[config.mk]
export PLATFORM = sky130hd
export DESIGN_NAME = ex_muldiv_unit
export DESIGN_NICKNAME = d
export VERILOG_FILES = /design/src/rtl/muldiv_pkg.sv /design/src/rtl/ex_muldiv_unit.sv
export SDC_FILE = /design/constraint.sdc
export NUM_CORES = 1
export LEC_CHECK = 0
export BUFFER_PORTS_ARGS = -buffer_cell sky130_fd_sc_hd__buf_2
export CAP_MARGIN = 0
export CORE_MARGIN = 3
export CORE_UTILIZATION = 45
export CTS_BUF_LIST = sky130_fd_sc_hd__clkbuf_4 sky130_fd_sc_hd__clkbuf_8
export DETAILED_ROUTE_END_ITERATION = 6
export PLACE_DENSITY = 0.69
export SLEW_MARGIN = 20
export SYNTH_ARGS = -nofsm -noshare
export SYNTH_HDL_FRONTEND = slang
export SYNTH_SLANG_ARGS = --single-unit
export TNS_END_PERCENT = 10
[constraint.sdc]
create_clock -name clk_i -period 10.5 [get_ports clk_i]
set_input_delay 3.15 -clock clk_i [delete_from_list [all_inputs] [get_ports clk_i]]
set_output_delay 3.15 -clock clk_i [all_outputs]
set_load 0.005 [all_outputs]
[src/rtl/muldiv_pkg.sv]
// Shared constants for the EX-stage M-extension unit.
// Op encodings, FSM states and the iterative step count.
package muldiv_pkg;

    localparam logic [2:0] F3_MUL    = 3'b000;
    localparam logic [2:0] F3_MULH   = 3'b001;
    localparam logic [2:0] F3_MULHSU = 3'b010;
    localparam logic [2:0] F3_MULHU  = 3'b011;
    localparam logic [2:0] F3_DIV    = 3'b100;
    localparam logic [2:0] F3_DIVU   = 3'b101;
    localparam logic [2:0] F3_REM    = 3'b110;
    localparam logic [2:0] F3_REMU   = 3'b111;

    localparam int ITER = 32;

    typedef enum logic [1:0] {
        S_IDLE = 2'd0,
        S_CALC = 2'd1,
        S_FIX  = 2'd2
    } state_e;

endpackage

[src/rtl/ex_muldiv_unit.sv]
// Iterative RV32M multiply/divide unit for the EX stage.
// Define MULDIV_DIV_EN to build the divider; otherwise DIV*/REM* return 0.
module ex_muldiv_unit
    import muldiv_pkg::*;
(
    input  logic        clk_i,
    input  logic        rst_i,
    input  logic        start_i,
    input  logic        kill_i,
    input  logic [2:0]  funct3_i,
    input  logic [31:0] op_a_i,
    input  logic [31:0] op_b_i,
    input  logic [4:0]  rd_i,
    output logic        stall_o,
    output logic        done_o,
    output logic [31:0] result_o,
    output logic [4:0]  rd_o
);

    state_e      state_q;
    logic [5:0]  cnt_q;
    logic [2:0]  f3_q;
    logic [4:0]  rd_q;
    logic        neg_q;
    logic [31:0] hi_q;
    logic [31:0] lo_q;
    logic [31:0] opd_q;

    logic        is_div;
    logic        a_sgn;
    logic        b_sgn;
    logic        neg_a;
    logic        neg_b;
    logic [31:0] mag_a;
    logic [31:0] mag_b;
    logic        start_neg;
    logic        special;
    logic [31:0] special_res;

    assign is_div = funct3_i[2];

    always_comb begin
        a_sgn = (funct3_i != F3_MULHU) && (funct3_i != F3_DIVU)
             && (funct3_i != F3_REMU);
        b_sgn = (funct3_i == F3_MUL) || (funct3_i == F3_MULH)
             || (funct3_i == F3_DIV) || (funct3_i == F3_REM);
    end

    assign neg_a = a_sgn & op_a_i[31];
    assign neg_b = b_sgn & op_b_i[31];
    assign mag_a = neg_a ? -op_a_i : op_a_i;
    assign mag_b = neg_b ? -op_b_i : op_b_i;

`ifdef MULDIV_DIV_EN
    logic div0;
    logic ovf;

    assign div0 = is_div && (op_b_i == 32'h0);
    assign ovf  = is_div && b_sgn && (op_a_i == 32'h8000_0000)
               && (op_b_i == 32'hFFFF_FFFF);
    assign special = div0 | ovf;

    // REM takes the dividend's sign; quotients and products the xor
    assign start_neg = (is_div && funct3_i[1]) ? neg_a : (neg_a ^ neg_b);

    always_comb begin
        special_res = 32'h0;
        unique case (1'b1)
            div0 && funct3_i[1]:  special_res = op_a_i;
            div0 && !funct3_i[1]: special_res = 32'hFFFF_FFFF;
            !div0 && funct3_i[1]: special_res = 32'h0;
            default:              special_res = 32'h8000_0000;
        endcase
    end
`else
    assign special     = is_div;
    assign special_res = 32'h0;
    assign start_neg   = neg_a ^ neg_b;
`endif

    logic [32:0] mul_sum;
    logic [31:0] hi_nxt;
    logic [31:0] lo_nxt;
    logic [63:0] prod;
    logic [63:0] prod_s;
    logic [31:0] res_fin;

    assign mul_sum = {1'b0, hi_q} + (lo_q[0] ? {1'b0, opd_q} : 33'd0);

`ifdef MULDIV_DIV_EN
    logic [32:0] r_sh;
    logic [33:0] diff;

    assign r_sh = {hi_q, lo_q[31]};
    assign diff = {1'b0, r_sh} - {2'b00, opd_q};

    always_comb begin
        if (f3_q[2]) begin
            hi_nxt = diff[33] ? r_sh[31:0] : diff[31:0];
            lo_nxt = {lo_q[30:0], ~diff[33]};
        end else begin
            hi_nxt = mul_sum[32:1];
            lo_nxt = {mul_sum[0], lo_q[31:1]};
        end
    end
`else
    assign hi_nxt = mul_sum[32:1];
    assign lo_nxt = {mul_sum[0], lo_q[31:1]};
`endif

    assign prod   = {hi_nxt, lo_nxt};
    assign prod_s = neg_q ? -prod : prod;

    always_comb begin
        res_fin = 32'h0;
        unique case (1'b1)
`ifdef MULDIV_DIV_EN
            f3_q[2] && f3_q[1]:  res_fin = neg_q ? -hi_nxt : hi_nxt;
            f3_q[2] && !f3_q[1]: res_fin = neg_q ? -lo_nxt : lo_nxt;
`endif
            f3_q == F3_MUL:      res_fin = prod_s[31:0];
            default:             res_fin = prod_s[63:32];
        endcase
    end

    assign stall_o = ((state_q == S_IDLE) & start_i & ~kill_i)
                   | (state_q == S_CALC);

    always_ff @(posedge clk_i or posedge rst_i) begin
        if (rst_i) begin
            state_q  <= S_IDLE;
            cnt_q    <= 6'd0;
            f3_q     <= 3'd0;
            rd_q     <= 5'd0;
            neg_q    <= 1'b0;
            hi_q     <= 32'h0;
            lo_q     <= 32'h0;
            opd_q    <= 32'h0;
            done_o   <= 1'b0;
            result_o <= 32'h0;
            rd_o     <= 5'd0;
        end else begin
            done_o <= 1'b0;
            if (kill_i) begin
                state_q <= S_IDLE;
                cnt_q   <= 6'd0;
            end else begin
                unique case (state_q)
                    S_IDLE: begin
                        if (start_i) begin
                            f3_q  <= funct3_i;
                            rd_q  <= rd_i;
                            neg_q <= start_neg;
                            cnt_q <= 6'd0;
                            if (special) begin
                                state_q  <= S_FIX;
                                done_o   <= 1'b1;
                                result_o <= special_res;
                                rd_o     <= rd_i;
                            end else begin
                                state_q <= S_CALC;
                                hi_q    <= 32'h0;
                                opd_q   <= is_div ? mag_b : mag_a;
                                lo_q    <= is_div ? mag_a : mag_b;
                            end
                        end
                    end
                    S_CALC: begin
                        hi_q <= hi_nxt;
                        lo_q <= lo_nxt;
                        if (cnt_q == 6'(ITER - 1)) begin
                            state_q  <= S_FIX;
                            cnt_q    <= 6'd0;
                            done_o   <= 1'b1;
                            result_o <= res_fin;
                            rd_o     <= rd_q;
                        end else begin
                            cnt_q <= cnt_q + 6'd1;
                        end
                    end
                    S_FIX:   state_q <= S_IDLE;
                    default: state_q <= S_IDLE;
                endcase
            end
        end
    end

endmodule

# ---- Word level (Yosys, flattened, before mapping)
# Cells that the tools add are included.
dict set report totals {
  register_bits 151
  input_bits 76
}
dict set report op_classes {
  addsub 5
  eq_ne 14
  muxes 33
  bitwise_logic 8
  reduce_logical 16
}
# op n
set ops {}
lappend ops {{$mux W32} 11}
lappend ops {{$pmux W32 S2} 3}
lappend ops {{$mux W64} 1}
lappend ops {{$neg A32 Y32} 2}
lappend ops {{$neg A64 Y64} 1}
lappend ops {{$add A32 B32 Y33} 1}
lappend ops {{$mux W6} 3}
lappend ops {{$mux W5} 3}
lappend ops {{$pmux W6 S2} 1}
lappend ops {{$pmux W5 S2} 1}
lappend ops {{$ne A3 B3 Y1 const B} 3}
lappend ops {{$mux W2} 4}
lappend ops {{$reduce_and A4 Y1} 2}
lappend ops {{$add A6 B1 Y6 const B} 1}
lappend ops {{$eq A3 B3 Y1 const B} 2}
lappend ops {{$eq A6 B5 Y1 const B} 1}
lappend ops {{$logic_not A3 Y1} 2}
lappend ops {{$ne A2 B2 Y1 const B} 3}
lappend ops {{$ne A3 B2 Y1 const B} 2}
lappend ops {{$reduce_and A5 Y1} 1}
lappend ops {{$and A1 B1 Y1} 4}
lappend ops {{$mux W1} 4}
lappend ops {{$pmux W2 S2} 1}
lappend ops {{$reduce_and A2 Y1} 2}
lappend ops {{other kinds (13)} 17}

# ---- Depth between registers and ports, before layout
# Gate-level depths: netlist (run 1).
dict set report logic_depth {
  ltp_word 9
  mapped_depth 16
  ltp_nobuf 13
}

# ---- Worst setup path after synthesis (run 1)
# No wires, ideal clock.
dict set report synth_path {
  path_type {input port to output port}
  from {in start_i}
  to {out stall_o}
  arrival_ns 3.975
  required_time_ns 7.350
  path_slack_ns 3.375
  stages 4
  n_path_buf 1
  path_cell_list {nor2b_1 > and2_1 > clkbuf_1 > or2_2}
}
dict set report synth_via {
  elab_chain_len 3
}
# element line_no
set synth_lines {}
lappend synth_lines {{start, declared} ex_muldiv_unit.sv:8} ;# input logic start_i,
lappend synth_lines {{$and A1 B1 Y1 (2 in series)} ex_muldiv_unit.sv:126} ;# assign stall_o = ((state_q == S_IDLE) & start_i & ~kill_i)
lappend synth_lines {{$or A1 B1 Y1} ex_muldiv_unit.sv:127} ;# | (state_q == S_CALC);
lappend synth_lines {{end, declared} ex_muldiv_unit.sv:14} ;# output logic stall_o,
# Every way passes these cells.

# ---- Final worst setup path (run 1)
dict set report layout_path {
  from {in kill_i}
  to {out stall_o}
}
dict set report layout_via {
  elab_chain_len 3
}
# element line_no
set layout_lines {}
lappend layout_lines {{start, declared} ex_muldiv_unit.sv:9} ;# input logic kill_i,
lappend layout_lines {{$not A1 Y1 (no line)} --}
lappend layout_lines {{$and A1 B1 Y1} ex_muldiv_unit.sv:126}
lappend layout_lines {{$or A1 B1 Y1} ex_muldiv_unit.sv:127}
# Every way passes these cells.

==> reports/metrics.yaml, run 1 <==
start_util_pct: 46.0
clock_sinks: 151
via_per_inst: 5.82
die_h_um: 164
worst_slew_pin_slew_ps: 999
critPathArrivalTime_ps: 4460
placed_cells: 1752
synth_area_leaders: "dfrtp_1, o21ai_0, nand2_1"
max_stage_delay_ps: 580
wl_mm: 30.4
fin_crit_ps: 7610
status: "finished with violations"
std_cell_rows: 57
dieArea_um2: 26900
num-nets-final: 1560
dr.pass1.iters: 7
cts_made_buffers: 17
powerDensity_nw_per_um2: 162
hpwlAfterDp_mm: 22.7
cp_top_family: "simple AND/OR/NAND/NOR gates"
path_clk_slew_ps: 90
routedWlPerCell_um: 17.1
drt_iter0_markers: 944
ios: 115
drive_above_1_share_pct: 13.8
vias: 10400
path_cells: "buf_2 -> nor2_1 -> and2_1 -> or2_2 -> buf_2"
die_w_um: 164
cp_max_fo: 12
fin_crit_sh_pct: 72.5
grt_max_degree: 97
hp-class: "reg -> reg"
clk_path_buf_depth: 2
fin_skew_ps: 21.3
ctsResizeCount: 0
ctsRootBufferMaster: "clkbuf_8"
area_delta_synth_final_pct: 10.2
critPathBufInv: 2
overflow: 0
cts_hold_buf: 0
ys_seq_area_share_pct: 33.7
yosysTopAreaCellShare_pct: 33.7
yosysMostFrequentCell: "nand2_1"
async_flop_share_pct: 100
violations: "DRC"
fillers: 2359
yosys_warnings: 0
p_leak_nw: 5.64
postCtsSetupRepairBufs: 0
cts_tree: "built"
core_area_um2: 24400
port_buffers: 114
antenna_cells: 0
clock_latency_ps: 490
syn_avg_cell_area_um2: 8.12
drc: 2
ys_ff_latch: 151
synth_edf_count: 0
worstSetupPathType: "in -> out"
ys.flop_type: "dfrtp_1"
cts.htree.levels: 4
clock.fmax_ghz: 0.131
yosys.area.top_type: "dfrtp_1"
antenna_found_initial: 0
hold_viol_final: 0
grt_use_total_pct: 22.6
final.setup.tns_ps: 0
ant_nets: 0
crit_path_end_kind: "primary output"
worst_slew_margin_rel_pct: 33.4
place.gp.congestion: 0.908
synth_nets: 1496
max_cap_viol_count: 0
final_cell_count_no_fill: 1784
synth_cell_types: 82
netlist_area_um2: 11200
crit_top_cell: "buf_2"
rsz0062_at_grt: "no"
cp-start-kind: "input pin"
synth_commonest_cells: "nand2_1, o21ai_0, dfrtp_1"
cp_slowest_cell: "and2_1"
peakVddDrop_mv: 0.0859
finalSetupViolations: 0
first_global_vias: 9757
postSynthCellCount: 1383
grt_pass1_wl_mm: 48.9
cp.required_ps: 7350
r2r_slack_ps: 5430
drv_slew: 0
final timing paths:
check,from,to,cells after the start
hold reg to reg,opd_q[25]$_DFFE_PP0P_,opd_q[25]$_DFFE_PP0P_,2
setup / recovery,kill_i,stall_o,5
max in group asynchronous,rst_i,opd_q[31]$_DFFE_PP0P_,3
setup reg to reg,lo_q[0]$_DFFE_PP0P_,result_o[29]$_DFFE_PP0P_,13
min in group asynchronous,rst_i,cnt_q[4]$_DFFE_PP0P_,2
hold / removal,opd_q[25]$_DFFE_PP0P_,opd_q[25]$_DFFE_PP0P_,2
registers in the layout (all words and copies together), names as in the netlist:
name,count
done_o,1
hi_q,32
opd_q,32
rd_o,5
result_o,32
f3_q,3
cnt_q,6
lo_q,32
neg_q,1
state_q,2
rd_q,5
power by group:
part	total (W)	leakage, nW	internal (W)	switching [W]
Sequential	0.000779	1.98	0.000671	0.000108
Clock	0.000465	0.207	0.000183	0.000282
Combinational	0.000756	3.45	0.000306	0.000450
Total	0.00200	5.64	0.00116	0.000840
tightest hold or removal path: stages, from the launching register on:
cell	delay [ps]
dfrtp_1	350
nand2_1	40
o21ai_0	60
metrics by stage:
stage / utilization (%) / hold slack [ps] / cell area (um2) / total power (W) / setup WS [ps]
floorplan: - / 442 / 11200 / 0.00133 / 3290
global placement: 49.0 / 457 / 12000 / 0.00152 / 2950
detailed placement: 49.0 / 465 / 12000 / 0.00154 / 2890
CTS: 50.7 / 489 / 12400 / 0.00200 / 2880
global route: 50.7 / 516 / 12400 / 0.00214 / 2820
finish: 50.7 / 482 / 12400 / 0.00200 / 2890
area by class of cell:
cell class / instances / area, um2 / area share [%]
timing repair buffer: 122 / 631 / 5.10
multi-input combinational: 1135 / 7060 / 57.1
clock buffer: 17 / 234 / 1.89
clock inverter: 15 / 171 / 1.39
tap: 324 / 405 / 3.28
inverter: 20 / 80.1 / 0.647
sequential: 151 / 3780 / 30.6
cells in the final DEF (no fill, tap or decap), types with 12 or more instances in the layout:
master,netlist,routed
or3_1,25,25
o31ai_1,31,31
buf_2,6,114
ha_1,36,36
a21o_1,14,14
xor2_1,73,73
and2_1,47,47
dfrtp_1,151,150
nand2_1,193,193
nand4_1,16,16
nand3_1,21,21
inv_1,20,19
nor2_1,91,90
mux2_2,12,12
xnor2_1,57,57
nor3_1,21,20
clkbuf_8,3,17
a21oi_1,113,113
o21ai_0,177,177
a22o_1,26,26
nor4_1,15,15
layer usage:
metal / vias up / global-route usage (%) / wire [um]
met5: - / 0 / 0
met4: 0 / 7.34 / 863
met3: 56 / 3.40 / 1500
met2: 247 / 36.8 / 14200
met1: 4967 / 30.9 / 13900
li1: 5104 / - / -
logic make-up after synthesis:
kind of cell / Yosys count / synth area share, %
adder cells (fa/ha/maj): 37 / 4.19
buffers and inverters: 97 / 3.71
flip-flops: 151 / 33.7
AO/OA/AOI/OAI: 448 / 24.5
XOR/XNOR: 130 / 10.1
multiplexers: 20 / 1.92
AND/OR/NAND/NOR: 500 / 21.8
(Power assumes the default switching activity.)
==> inputs of run 2 (changes only) <==
- ABC_AREA: default -> 1
- PLACE_DENSITY: 0.69 -> 0.71
- clock period: 10.5 -> 6.2 ns (I/O delays scaled with it)
==> run 2 against run 1 <==
  * The flow now finishes without violations
  * Critical path type unchanged
  * Critical endpoint unchanged
  * Critical path depth stayed put
  * Final cell count increased by 42%
  * Combinational power rose to 3.3 times the previous value
  * Clock skew increased by 3.4 ps
  * Non-clock buffer count rose by 7
  * Synthesized cell count is 48% higher
==> reports/metrics.yaml, run 2 <==
vias: 13400  # +30%
ys_ff_latch: 151  # unchanged
layout_common_cells: "nand2_1, inv_1, nor2_1"
yosys.area.top_type: "dfrtp_1"
area_delta_synth_final_pct: 10.5
drv_slew: 0  # unchanged
antenna_found_initial: 0  # unchanged
async_flop_share_pct: 100  # unchanged
num-nets-final: 2253  # +44%
hpwlAfterDp_mm: 31.3  # +37%
wl_mm: 40.0  # +31%
clock.fmax_ghz: 0.218
dr.pass1.iters: 7  # unchanged
path_clk_slew_ps: 100  # about the same
ant_nets: 0  # unchanged
netlist_area_um2: 12700  # +13%
final_common_cell: "nand2_1"
p_leak_nw: 7.51  # +33%
worst_slack_ps: 1600  # -1290 ps
synth_edf_count: 0  # unchanged
antenna_cells: 0  # unchanged
first_global_vias: 12100  # +24%
syn_avg_cell_area_um2: 6.20  # -24%
synth_commonest_cells: "nand2_1, inv_1, nor2_1"
die_w_um: 174  # +6.2%
fin_crit_sh_pct: 74.1
clock_sinks: 151  # unchanged
crit_path_end_kind: "primary output"
overflow: 0  # unchanged
r2r_slack_ps: 2730  # -2700 ps
grt_max_degree: 70  # -28%
place.gp.congestion: 0.928  # +2.3%
seqCellArea_um2: 3780  # about the same
port_buffers: 114  # unchanged
drc: 0  # -2
hp-class: "reg -> reg"
reg2regPathDepth: 20  # +7
synth_nets: 2164  # +45%
fillers: 2846  # +21%
ys.flop_type: "dfrtp_1"
worst_hold_path.endpoint: "result_o[10]$_DFFE_PP0P_"
drt_iter0_markers: 1236  # +31%
critPathArrivalTime_ps: 2740  # -1720 ps
rr_startpoint: "lo_q[0]$_DFFE_PP0P_"
die_h_um: 174  # +6.2%
hold_depth: 2  # unchanged
pre_cts_ws_ps: 1600  # -1290 ps
postCtsSetupRepairBufs: 0  # unchanged
final_area_um2: 14100  # +14%
cts_hold_buf: 0  # unchanged
peakVddDrop_mv: 0.189  # +120%
synth_area_leaders: "dfrtp_1, nand2_1, inv_1"
drive_above_1_share_pct: 12.2  # -1.6 points
dieArea_um2: 30300  # +13%
via_per_inst: 5.32  # -8.4%
status: "complete, no violations"
worstSetupPathType: "in -> out"
cp.required_ps: 4340  # -3010 ps
postSynthCellCount: 2051  # +48%
clock_latency_ps: 480  # about the same
yosys_warnings: 0  # unchanged
ys_seq_area_share_pct: 29.7  # -4.0 points
yosysTopAreaCellShare_pct: 29.7  # -4.0 points
cp_max_fo: 15  # +3
routedWlPerCell_um: 15.8  # -7.2%
start_util_pct: 46.4  # +0.40 points
fin_crit_ps: 4600
cts_made_buffers: 17  # unchanged
ios: 115  # unchanged
powerDensity_nw_per_um2: 336  # +110%
hold_viol_final: 0  # unchanged
cp-start-kind: "input pin"
std_cell_rows: 60  # +5.3%
multi_input_area_um2: 7560  # +7.0%
grt_pass1_wl_mm: 64.1  # +31%
rr_endpoint: "result_o[21]$_DFFE_PP0P_"
rsz0062_at_grt: "no"
core_area_um2: 27400  # +12%
grt_use_total_pct: 26.0  # +3.5 points
cts.htree.levels: 4  # unchanged
ctsRootBufferMaster: "clkbuf_8"
ctsResizeCount: 0  # unchanged
worst_slew_margin_rel_pct: 28.2  # -5.1 points
worst_slew_pin_slew_ps: 1080  # +75.8 ps
clk_path_buf_depth: 2  # unchanged
max_cap_viol_count: 0  # unchanged
synth_cell_types: 48  # -41%
final.setup.tns_ps: 0  # unchanged
cts_tree: "built"
place_area_um2: 13600  # +14%
yosysMostFrequentCell: "nand2_1"
min_from: "result_o[10]$_DFFE_PP0P_"
fin_skew_ps: 24.6  # +3.38 ps
finalSetupViolations: 0  # unchanged
## run 2: power breakdown
group          switching, W  internal [W]
Sequential         0.000196       0.00122
Combinational       0.00174      0.000775
Clock              0.000494      0.000308
Total               0.00242       0.00230
## run 2: cell families after synthesis
kind of cell             share of synthesized area [%]
AND/OR/NAND/NOR                                   38.5
multiplexers                                     0.443
adder cells (fa/ha/maj)                           3.70
flip-flops                                        29.7
XOR/XNOR                                          2.74
AO/OA/AOI/OAI                                     14.0
buffers and inverters                             10.9
## run 2: critical path, cell delays in order
cell,delay (ps)
buf_2,110
inv_1,80
nand3_1,400
nand2_1,160
buf_2,130
## run 2: worst max path at each step
stage                     startpoint                   end  slack [ps]  cells past startpoint
after floorplan                rst_i  cnt_q[0]$_DFFE_PP0P_         280                      1
after detailed placement      kill_i               stall_o        1600                      5
final                         kill_i               stall_o        1600                      5
after CTS                     kill_i               stall_o        1600                      5
after global placement        kill_i               stall_o        1630                      5
after global routing          kill_i               stall_o        1520                      5
## run 2: final cells by class
type,instances,share of cell area (%)
clock inverter,15,1.25
clock buffer,17,1.66
multi-input combinational,1533,53.8
inverter,308,8.26
timing repair buffer,129,4.86
tap,372,3.31
sequential,151,26.9
## run 2: stage by stage
| step | hold WS, ps | instances | utilization, % | power (W) |
|---|---|---|---|---|
| 5_1_grt | 513 | 2525 | 51.3 | 0.00512 |
| 6_report | 488 | 2525 | 51.3 | 0.00473 |
| 2_1_floorplan | 449 | 2051 | - | 0.00316 |
| 3_3_place_gp | 464 | 2493 | 49.8 | 0.00387 |
| 3_5_place_dp | 462 | 2493 | 49.8 | 0.00390 |
| 4_1_cts | 487 | 2525 | 51.3 | 0.00471 |
## run 2: layer usage
metal	vias up	track usage, %	wire [um]
li1	6731	-	-
met1	6194	38.7	19200
met2	478	40.3	17500
met3	40	3.95	2730
met4	0	5.29	562
met5	-	0	0
